--- src/rtl/isq_select_ctrl_pkg.sv ---
// Shared ISU issue-queue types: entry layout, default widths and the condition merge rule.
package isq_select_ctrl_pkg;

  localparam int ISQ_DEPTH           = 8;
  localparam int ISQ_DATA_WIDTH      = 248;
  localparam int ISQ_CONDITION_WIDTH = 2;
  localparam int ISQ_INDEX_WIDTH     = 4;

  typedef struct packed {
    logic                           valid;
    logic [ISQ_DATA_WIDTH-1:0]      data;
    logic [ISQ_CONDITION_WIDTH-1:0] condition;
    logic [ISQ_INDEX_WIDTH-1:0]     index;
  } isq_entry_t;

  // Masked bits take the broadcast value, the rest keep their current value.
  function automatic logic [ISQ_CONDITION_WIDTH-1:0] cond_merge(
    input logic [ISQ_CONDITION_WIDTH-1:0] cond,
    input logic [ISQ_CONDITION_WIDTH-1:0] mask,
    input logic [ISQ_CONDITION_WIDTH-1:0] value
  );
    return (value & mask) | (cond & ~mask);
  endfunction

endpackage

--- src/rtl/isq_age_picker.sv ---
// Oldest-ready picker: grants the ready entry that has no older ready entry.
module isq_age_picker #(
  parameter int DEPTH = 8
) (
  input  logic [DEPTH-1:0]            ready_i,
  input  logic [DEPTH-1:0][DEPTH-1:0] older_i,
  output logic [DEPTH-1:0]            grant_o,
  output logic                        any_grant_o
);

  for (genvar i = 0; i < DEPTH; i++) begin : g_grant
    assign grant_o[i] = ready_i[i] & ~(|(ready_i & older_i[i]));
  end

  assign any_grant_o = |ready_i;

endmodule

--- src/rtl/isq_select_ctrl.sv ---
// Issue-queue bank scheduler: allocate on enqueue, tag wakeup, oldest-ready select, flush.
// Handshakes: a transfer happens at a rising edge where valid && ready; enq_ready comes from
// registered occupancy only and iss_valid never depends on iss_ready.
module isq_select_ctrl
  import isq_select_ctrl_pkg::*;
#(
  parameter int DEPTH           = ISQ_DEPTH,
  parameter int DATA_WIDTH      = ISQ_DATA_WIDTH,
  parameter int CONDITION_WIDTH = ISQ_CONDITION_WIDTH,
  parameter int INDEX_WIDTH     = ISQ_INDEX_WIDTH,
  parameter int OCC_WIDTH       = $clog2(DEPTH + 1)
) (
  input  logic                       clock,
  input  logic                       reset_n,
  input  logic                       enq_valid,
  output logic                       enq_ready,
  input  logic [DATA_WIDTH-1:0]      enq_data,
  input  logic [CONDITION_WIDTH-1:0] enq_condition,
  input  logic [INDEX_WIDTH-1:0]     enq_index,
  input  logic                       wk_valid,
  input  logic [INDEX_WIDTH-1:0]     wk_index,
  input  logic [CONDITION_WIDTH-1:0] wk_mask,
  input  logic [CONDITION_WIDTH-1:0] wk_value,
  output logic                       iss_valid,
  input  logic                       iss_ready,
  output logic [DATA_WIDTH-1:0]      iss_data,
  output logic [INDEX_WIDTH-1:0]     iss_index,
  input  logic                       flush,
  output logic [OCC_WIDTH-1:0]       occupancy
);

  localparam logic [OCC_WIDTH-1:0] FULL_OCC = OCC_WIDTH'(DEPTH);

  isq_entry_t                    ent_q [DEPTH];
  isq_entry_t                    ent_d [DEPTH];
  logic [DEPTH-1:0][DEPTH-1:0]   older_q, older_d;
  logic [OCC_WIDTH-1:0]          occ_q, occ_d;
  logic [DEPTH-1:0]              valid_vec, ready_vec, alloc_oh, grant, lower_valid;
  logic                          enq_fire, iss_fire, any_grant;
  logic [CONDITION_WIDTH-1:0]    enq_cond;

  // Lowest-set-bit encoder over the invalid entries picks the allocation target.
  assign lower_valid[0] = 1'b1;
  for (genvar i = 0; i < DEPTH; i++) begin : g_entry
    assign valid_vec[i] = ent_q[i].valid;
    assign ready_vec[i] = ent_q[i].valid & (&ent_q[i].condition);
    assign alloc_oh[i]  = ~ent_q[i].valid & lower_valid[i];
    if (i < DEPTH - 1) begin : g_chain
      assign lower_valid[i+1] = lower_valid[i] & ent_q[i].valid;
    end
  end

  isq_age_picker #(.DEPTH(DEPTH)) u_picker (
    .ready_i     (ready_vec),
    .older_i     (older_q),
    .grant_o     (grant),
    .any_grant_o (any_grant)
  );

  assign enq_ready = (occ_q != FULL_OCC);
  assign iss_valid = any_grant;
  assign occupancy = occ_q;
  assign enq_fire  = enq_valid & enq_ready & ~flush;
  assign iss_fire  = iss_valid & iss_ready & ~flush;
  assign enq_cond  = (wk_valid && (wk_index == enq_index)) ?
                     cond_merge(enq_condition, wk_mask, wk_value) : enq_condition;

  always_comb begin
    iss_data  = '0;
    iss_index = '0;
    for (int i = 0; i < DEPTH; i++) begin
      if (grant[i]) begin
        iss_data  = iss_data | ent_q[i].data;
        iss_index = iss_index | ent_q[i].index;
      end
    end
  end

  always_comb begin
    ent_d   = ent_q;
    older_d = older_q;
    occ_d   = flush ? '0 : occ_q + OCC_WIDTH'(enq_fire) - OCC_WIDTH'(iss_fire);
    for (int i = 0; i < DEPTH; i++) begin
      if (flush) begin
        ent_d[i].valid     = 1'b0;
        ent_d[i].condition = '0;
      end else if (iss_fire && grant[i]) begin
        ent_d[i] = '0;
      end else if (enq_fire && alloc_oh[i]) begin
        ent_d[i].valid     = 1'b1;
        ent_d[i].data      = enq_data;
        ent_d[i].condition = enq_cond;
        ent_d[i].index     = enq_index;
      end else if (ent_q[i].valid && wk_valid && (ent_q[i].index == wk_index)) begin
        ent_d[i].condition = cond_merge(ent_q[i].condition, wk_mask, wk_value);
      end
    end
    // New entry is younger than everything valid now; nobody is younger than it.
    for (int k = 0; k < DEPTH; k++) begin
      if (enq_fire && alloc_oh[k]) begin
        older_d[k] = valid_vec;
        for (int j = 0; j < DEPTH; j++) older_d[j][k] = 1'b0;
      end
    end
  end

  always_ff @(posedge clock or negedge reset_n) begin
    if (!reset_n) begin
      for (int i = 0; i < DEPTH; i++) ent_q[i] <= '0;
      older_q <= '0;
      occ_q   <= '0;
    end else begin
      for (int i = 0; i < DEPTH; i++) ent_q[i] <= ent_d[i];
      older_q <= older_d;
      occ_q   <= occ_d;
    end
  end

endmodule

--- config.mk ---
export PLATFORM = sky130hd
export DESIGN_NAME = isq_select_ctrl
export DESIGN_NICKNAME = d
export VERILOG_FILES = /design/src/rtl/isq_select_ctrl_pkg.sv /design/src/rtl/isq_age_picker.sv /design/src/rtl/isq_select_ctrl.sv
export SDC_FILE = /design/constraint.sdc
export NUM_CORES = 2
export LEC_CHECK = 0
export CORE_ASPECT_RATIO = 0.5
export CORE_MARGIN = 5
export CORE_UTILIZATION = 40
export DETAILED_ROUTE_END_ITERATION = 8
export PLACE_DENSITY = 0.61
export SKIP_CTS_REPAIR_TIMING = 1
export SLEW_MARGIN = 20
export SYNTH_ARGS = -nofsm -noshare
export SYNTH_HDL_FRONTEND = slang
export SYNTH_SLANG_ARGS = --single-unit
--- constraint.sdc ---
create_clock -name clock -period 5.6 [get_ports clock]
set_input_delay 0.84 -clock clock [delete_from_list [all_inputs] [get_ports clock]]
set_output_delay 0.84 -clock clock [all_outputs]
set_load 0.01 [all_outputs]
Yosys cells after proc, flatten, opt, wreduce, memory -nomap -nowiden
Index checks and enable logic that the tools add are counted.

storage, ports and cells
  register bits = 2100
  output and inout bits = 258
  logic and storage cells = 419

cells by class
  $add $sub $neg = 2
  equal/unequal tests = 10
  mux-type cells = 116
  bitwise operators = 92
  reductions and logical operators = 110

operators by type and width
  kind                 count
  $mux W255            8
  $mux W249            8
  $mux W248            8
  $or A248 B248 Y248   7
  $reduce_bool A2 Y1   36
  $reduce_or A8 Y1     9
  $mux W4              17
  $and A8 B8 Y8        7
  $mux W8              7
  $mux W2              25
  $mux W1              42
  $eq A4 B4 Y1         9
  $and A1 B1 Y1        33
  $logic_and A1 B1 Y1  33
  $reduce_and A2 Y1    16
  $reduce_bool A4 Y1   8
  $or A4 B4 Y4         7
  $reduce_bool A3 Y1   8
  $and A2 B2 Y2        10
  $or A2 B2 Y2         9
  $not A1 Y1           17
  $mux W9              1
  $and A8 B7 Y8        1
  $add A4 B1 Y4        1
  3 further kinds      3

Longest topological paths before layout
  depth in word-level cells = 21
  depth in mapped cells = 13

Modules after synthesis
Synthesis repeated with hierarchy kept, for this count alone.

unflattened totals
  cell total of the unflattened synthesis = 7280
  area, all modules = 87053.5 um^2

by module, submodules not included
  module           times used  cells an instance  area an instance (um^2)  seq. area each (um^2)
  isq_select_ctrl  1           7213               86613.1                  52550.4
  isq_age_picker   1           67                 440.4                    0.0

Worst setup path after synthesis
OpenSTA, ideal clock, no wires.

  path type = register to output
  from = register ent_q[5] (netlist name)
  to = output iss_data[102]
  data arrival time = 2.134 ns
  path slack = 2.626 ns
  cell stages (with the launch flop) = 10
  path buffers = 4
  path through = dfrtp_1 -> clkbuf_1 -> and3_1 -> a21boi_0 -> and4_1 -> clkbuf_1 -> clkbuf_1 -> buf_1 -> a22oi_1 -> nand3_1

on the way
  word-level cells in the longest chain between the ends = 21

RTL lines
  item                   RTL line               text
  $reduce_and A2 Y1 (*)  isq_select_ctrl.sv:46  assign ready_vec[i] = ent_q[i].valid & (&ent_q[i].condition);
  $and A1 B1 Y1 (*)      isq_select_ctrl.sv:46
  $and A8 B8 Y8          isq_age_picker.sv:12   assign grant_o[i] = ready_i[i] & ~(|(ready_i & older_i[i]));
  $reduce_or A8 Y1       isq_age_picker.sv:12
  $not A1 Y1             isq_age_picker.sv:12
  $and A1 B1 Y1          isq_age_picker.sv:12
  $mux W248              isq_select_ctrl.sv:72  if (grant[i]) begin
  $or A248 B248 Y248     isq_select_ctrl.sv:73  iss_data = iss_data | ent_q[i].data;
  [5 not listed]         -
  $or A248 B248 Y248     isq_select_ctrl.sv:73
  $mux W248              isq_select_ctrl.sv:72
  $or A248 B248 Y248     isq_select_ctrl.sv:73
  $mux W248              isq_select_ctrl.sv:72
  $or A248 B248 Y248     isq_select_ctrl.sv:73
  $mux W248              isq_select_ctrl.sv:72
  $or A248 B248 Y248     isq_select_ctrl.sv:73
  $mux W248 (*)          isq_select_ctrl.sv:72
  end: declaration       isq_select_ctrl.sv:26  output logic [DATA_WIDTH-1:0] iss_data,

Mark *: on every way between the ends. The rest lies on a longest branch, timed or not.

Final worst setup path
  from = register ent_q[2039] (netlist name)
  to = output iss_data[111]

on the way
  word-level cells in the longest chain between the ends = 20

RTL lines
  item                RTL line
  $and A1 B1 Y1 (*)   isq_select_ctrl.sv:46
  $and A8 B8 Y8       isq_age_picker.sv:12
  $reduce_or A8 Y1    isq_age_picker.sv:12
  $not A1 Y1          isq_age_picker.sv:12
  $and A1 B1 Y1       isq_age_picker.sv:12
  $mux W248           isq_select_ctrl.sv:72
  $or A248 B248 Y248  isq_select_ctrl.sv:73
  $mux W248           isq_select_ctrl.sv:72
  [4 not listed]      -
  $or A248 B248 Y248  isq_select_ctrl.sv:73
  $mux W248           isq_select_ctrl.sv:72
  $or A248 B248 Y248  isq_select_ctrl.sv:73
  $mux W248           isq_select_ctrl.sv:72
  $or A248 B248 Y248  isq_select_ctrl.sv:73
  $mux W248           isq_select_ctrl.sv:72
  $or A248 B248 Y248  isq_select_ctrl.sv:73
  $mux W248 (*)       isq_select_ctrl.sv:72

Marked as above.

==> results.rst <==
.. list-table::
   :header-rows: 1

   * - Metric
     - Value
   * - Status
     - finished, final reports clean
   * - Post-Synthesis Cell Area
     - 91,100 µm²
   * - Number of DRC markers after the initial detailed-route iteration
     - a little under 9k
   * - Main flop type after synthesis
     - sky130_fd_sc_hd__dfrtp_1
   * - Clock Latency Late Sink
     - between 0.8 and 0.9 ns
   * - Global Route Usage Sum
     - roughly 28%
   * - Critical path endpoint category
     - output port
   * - Number of rows in the core area
     - 123
   * - H-tree lvl count
     - 4
   * - Area share of the largest cell type after synthesis
     - between 50% and 60%
   * - Share of synthesized flip-flops with an asynchronous set or reset
     - between 90% and 100%
   * - Final standard cell utilization of the core
     - roughly 47%
   * - Max VDD drop
     - roughly 0.24 mV
   * - Slew at the pin closest to its max-slew limit
     - 1.08 ns
   * - Share of cells above drive strength 1
     - 7.47%
   * - Number of sinks on the clock net
     - 2,100
   * - Shortest period the worst path allows
     - between 5 and 6 ns
   * - Proportion of synthesized chip area in sequential cells
     - between 50 and 60%
   * - Chip Height
     - 347 µm
   * - Number of I/O port buffers
     - approximately 530
   * - Path type of the worst setup path
     - reg2out
   * - Startpoint types
     - flop
   * - Data arrival, critical path
     - ~4.5 ns
   * - Clock Skew
     - ~0.054 ns
   * - Tightest Hold Check Type
     - reg2reg
   * - DRC viols
     - 0
   * - Largest area contributor in the synthesized netlist
     - sky130_fd_sc_hd__dfrtp_1
   * - Power Density
     - about 350 nW/µm²
   * - Post-synth EDFFs
     - 0
   * - Drt total wl
     - ~340 mm
   * - Top achievable clock speed
     - approximately 190 MHz
   * - Number of global-route vias before repair
     - between 70k and 80k
   * - Final Hold Viols
     - 0
   * - Top cells by area, synth
     - sky130_fd_sc_hd__dfrtp_1, sky130_fd_sc_hd__a22o_1, sky130_fd_sc_hd__nor3_1, sky130_fd_sc_hd__a22oi_1, sky130_fd_sc_hd__inv_1
   * - GR Util met3
     - under 10%
   * - HPWL Detailed
     - 181 mm
   * - Number of synthesized register bits
     - around 2.1k
   * - Full die area
     - 238,000 µm²
   * - Effective utilization at floorplan
     - approximately two fifths
   * - Fraction of met1 tracks used by global routing
     - 39.2%
   * - Global-route wire length before repair
     - slightly above 500 mm
   * - Data required time at the worst endpoint
     - 4.76 ns
   * - DR pass1 iterations
     - 8
   * - Number of nets in the layout
     - a little over 8k
   * - Max FO, Critical Path
     - 50
   * - RSZ-0062 raised after global routing
     - no
   * - Die Wd
     - 685 µm
   * - Clock tree from TritonCTS
     - yes
   * - Average wire length per cell after detail routing
     - between 30 and 40 µm
   * - Fill count
     - approximately 20k
   * - Setup total negative slack
     - 0 ns
   * - Vias per cell
     - roughly 6.5
   * - Clock slew at the register clock pins of the worst setup and hold paths
     - roughly 0.070 ns
   * - Count of max-cap constraint violations
     - 0
   * - Leakage
     - 48.2 nW
   * - Routed vias
     - ~73k
   * - Antenna violations before repair
     - between 40 and 50
   * - Global route hottest layer
     - met2
   * - Remaining max-slew budget at the tightest pin
     - ~28%
   * - Synthesis-to-finish area growth
     - 15.8%
   * - ANT nets after route
     - 0
   * - Number of clock buffers inserted by TritonCTS
     - 198
   * - Synth Area per Inst
     - 11.3 µm²
   * - Met2 routing resource usage after global routing
     - 42.1%
   * - Overall overflow remaining after global route
     - 0
   * - Maximum number of pins on one net before global-route repair
     - between 150 and 200
   * - Gate count after technology mapping
     - about 8.1k
   * - IO Count
     - 526
   * - Final GP Congestion
     - between 0.8 and 0.9
   * - Share of the clock period used by the worst path
     - a little over nine tenths
   * - Finished Layout Cells
     - between 10k and 15k
   * - Maximum buffer depth of the clock tree
     - 4
   * - Core Region
     - roughly 230,000 µm²
   * - # placed instances
     - around 11k
   * - Net count after synthesis
     - about 8.4k
   * - Most common cell in the synthesized netlist
     - sky130_fd_sc_hd__dfrtp_1
   * - Root Buffer Master
     - sky130_fd_sc_hd__clkbuf_16
   * - Commonest cells post-synth
     - sky130_fd_sc_hd__dfrtp_1, sky130_fd_sc_hd__a22o_1, sky130_fd_sc_hd__nor3_1
   * - Post-synthesis cell type count
     - 59
   * - Yosys warning count
     - 0
   * - Max-slew violation total from the final report
     - 0
   * - Setup Viol. Count Final
     - 0
metal layers:
metal / vias to the layer above / part of all wire [%]
met5: - / 0.010
li1: 30000 / -
met3: 693 / 8.8
met2: 4375 / 45
met1: 38300 / 42
met4: 6 / 3.7
flip-flops by register name, summed over array words and instances, names as in the netlist:
signal and cells:
ent_q 2040, occupancy 4, older_q 56
through the flow:
step	cell area (µm²)	hold WS (ns)	total power, mW	worst slack (ns)
3_3_place_gp	98800	0.461	23.2	0.976
2_1_floorplan	91100	0.442	21.7	2.63
4_1_cts	105000	-0.0730	37.3	0.166
6_report	106000	0.484	37.2	0.263
3_5_place_dp	98800	0.464	23.3	0.980
5_1_grt	106000	0.507	38.7	0.122
worst max-delay path, cell delays in order (launching register included):
cell,delay [ns]
sky130_fd_sc_hd__dfrtp_1,0.68
sky130_fd_sc_hd__and3_1,0.40
sky130_fd_sc_hd__nand4_1,0.35
sky130_fd_sc_hd__buf_12,0.30
sky130_fd_sc_hd__nor2_4,0.19
sky130_fd_sc_hd__buf_4,0.60
sky130_fd_sc_hd__a22oi_1,0.27
sky130_fd_sc_hd__nand3_1,0.24
sky130_fd_sc_hd__clkdlybuf4s50_1,0.58
layout by cell type, fill, tap and decap left out, drive strengths merged, types with 12 or more instances in the layout:
cell | synthesis | final
dfrtp | 2100 | 2100
clkinv | 2 | 43
a21oi | 17 | 17
nor3 | 779 | 779
buf | 588 | 255
a2111oi | 262 | 262
nand4 | 66 | 66
clkbuf | 452 | 279
nand3 | 280 | 280
clkdlybuf4s50 | 0 | 524
bufinv | 0 | 14
diode | 0 | 31
a22o | 2016 | 2016
nand2 | 85 | 85
a22oi | 510 | 510
inv | 765 | 770
xor2 | 28 | 28
nor2 | 32 | 32
and3 | 12 | 12
path summary, 6_finish.rpt:
| check | slack, ns | endpoint | start | depth (start not counted) |
|---|---|---|---|---|
| max | 0.26 | iss_data[111] | ent_q[2039] | 8 |
| min | 0.48 | older_q[34] | older_q[34] | 2 |
| max reg2reg | 1.73 | ent_q[306] | ent_q[1019] | 8 |
| min reg2reg | 0.48 | older_q[34] | older_q[34] | 2 |
| max in group asynchronous | 3.30 | ent_q[1087] | reset_n | 3 |
| min in group asynchronous | 0.56 | ent_q[1991] | reset_n | 2 |
area by class of cell:
class                           count  area (µm²)  area share (%)
Tap cell                         3000        3750            3.56
Antenna cell                       31        77.6          0.0735
Sequential cell                  2100       52600            49.8
Clock buffer                      279        5830            5.53
Timing Repair Buffer              780        8290            7.86
Inverter                          767        2880            2.73
Multi-Input combinational cell   4187       31400            29.7
Clock inverter                     70         769           0.729
cells by family after synthesis:
kind of cell    Yosys count  share of synthesized area [%]
compound gates         2845                           26.6
flops                  2100                           57.7
buf+inv                1807                           8.02
simple gates           1287                           7.16
xor+xnor                 38                          0.365
mux                      11                          0.122
fa+ha+maj                 6                         0.0906
report_power, final:
part | total (mW) | internal, mW | switching [mW]
clock network | 14.1 | 7.90 | 6.17
logic | 4.32 | 2.18 | 2.14
registers | 18.8 | 17.5 | 1.34
Power figures use the tool's default switching activity.
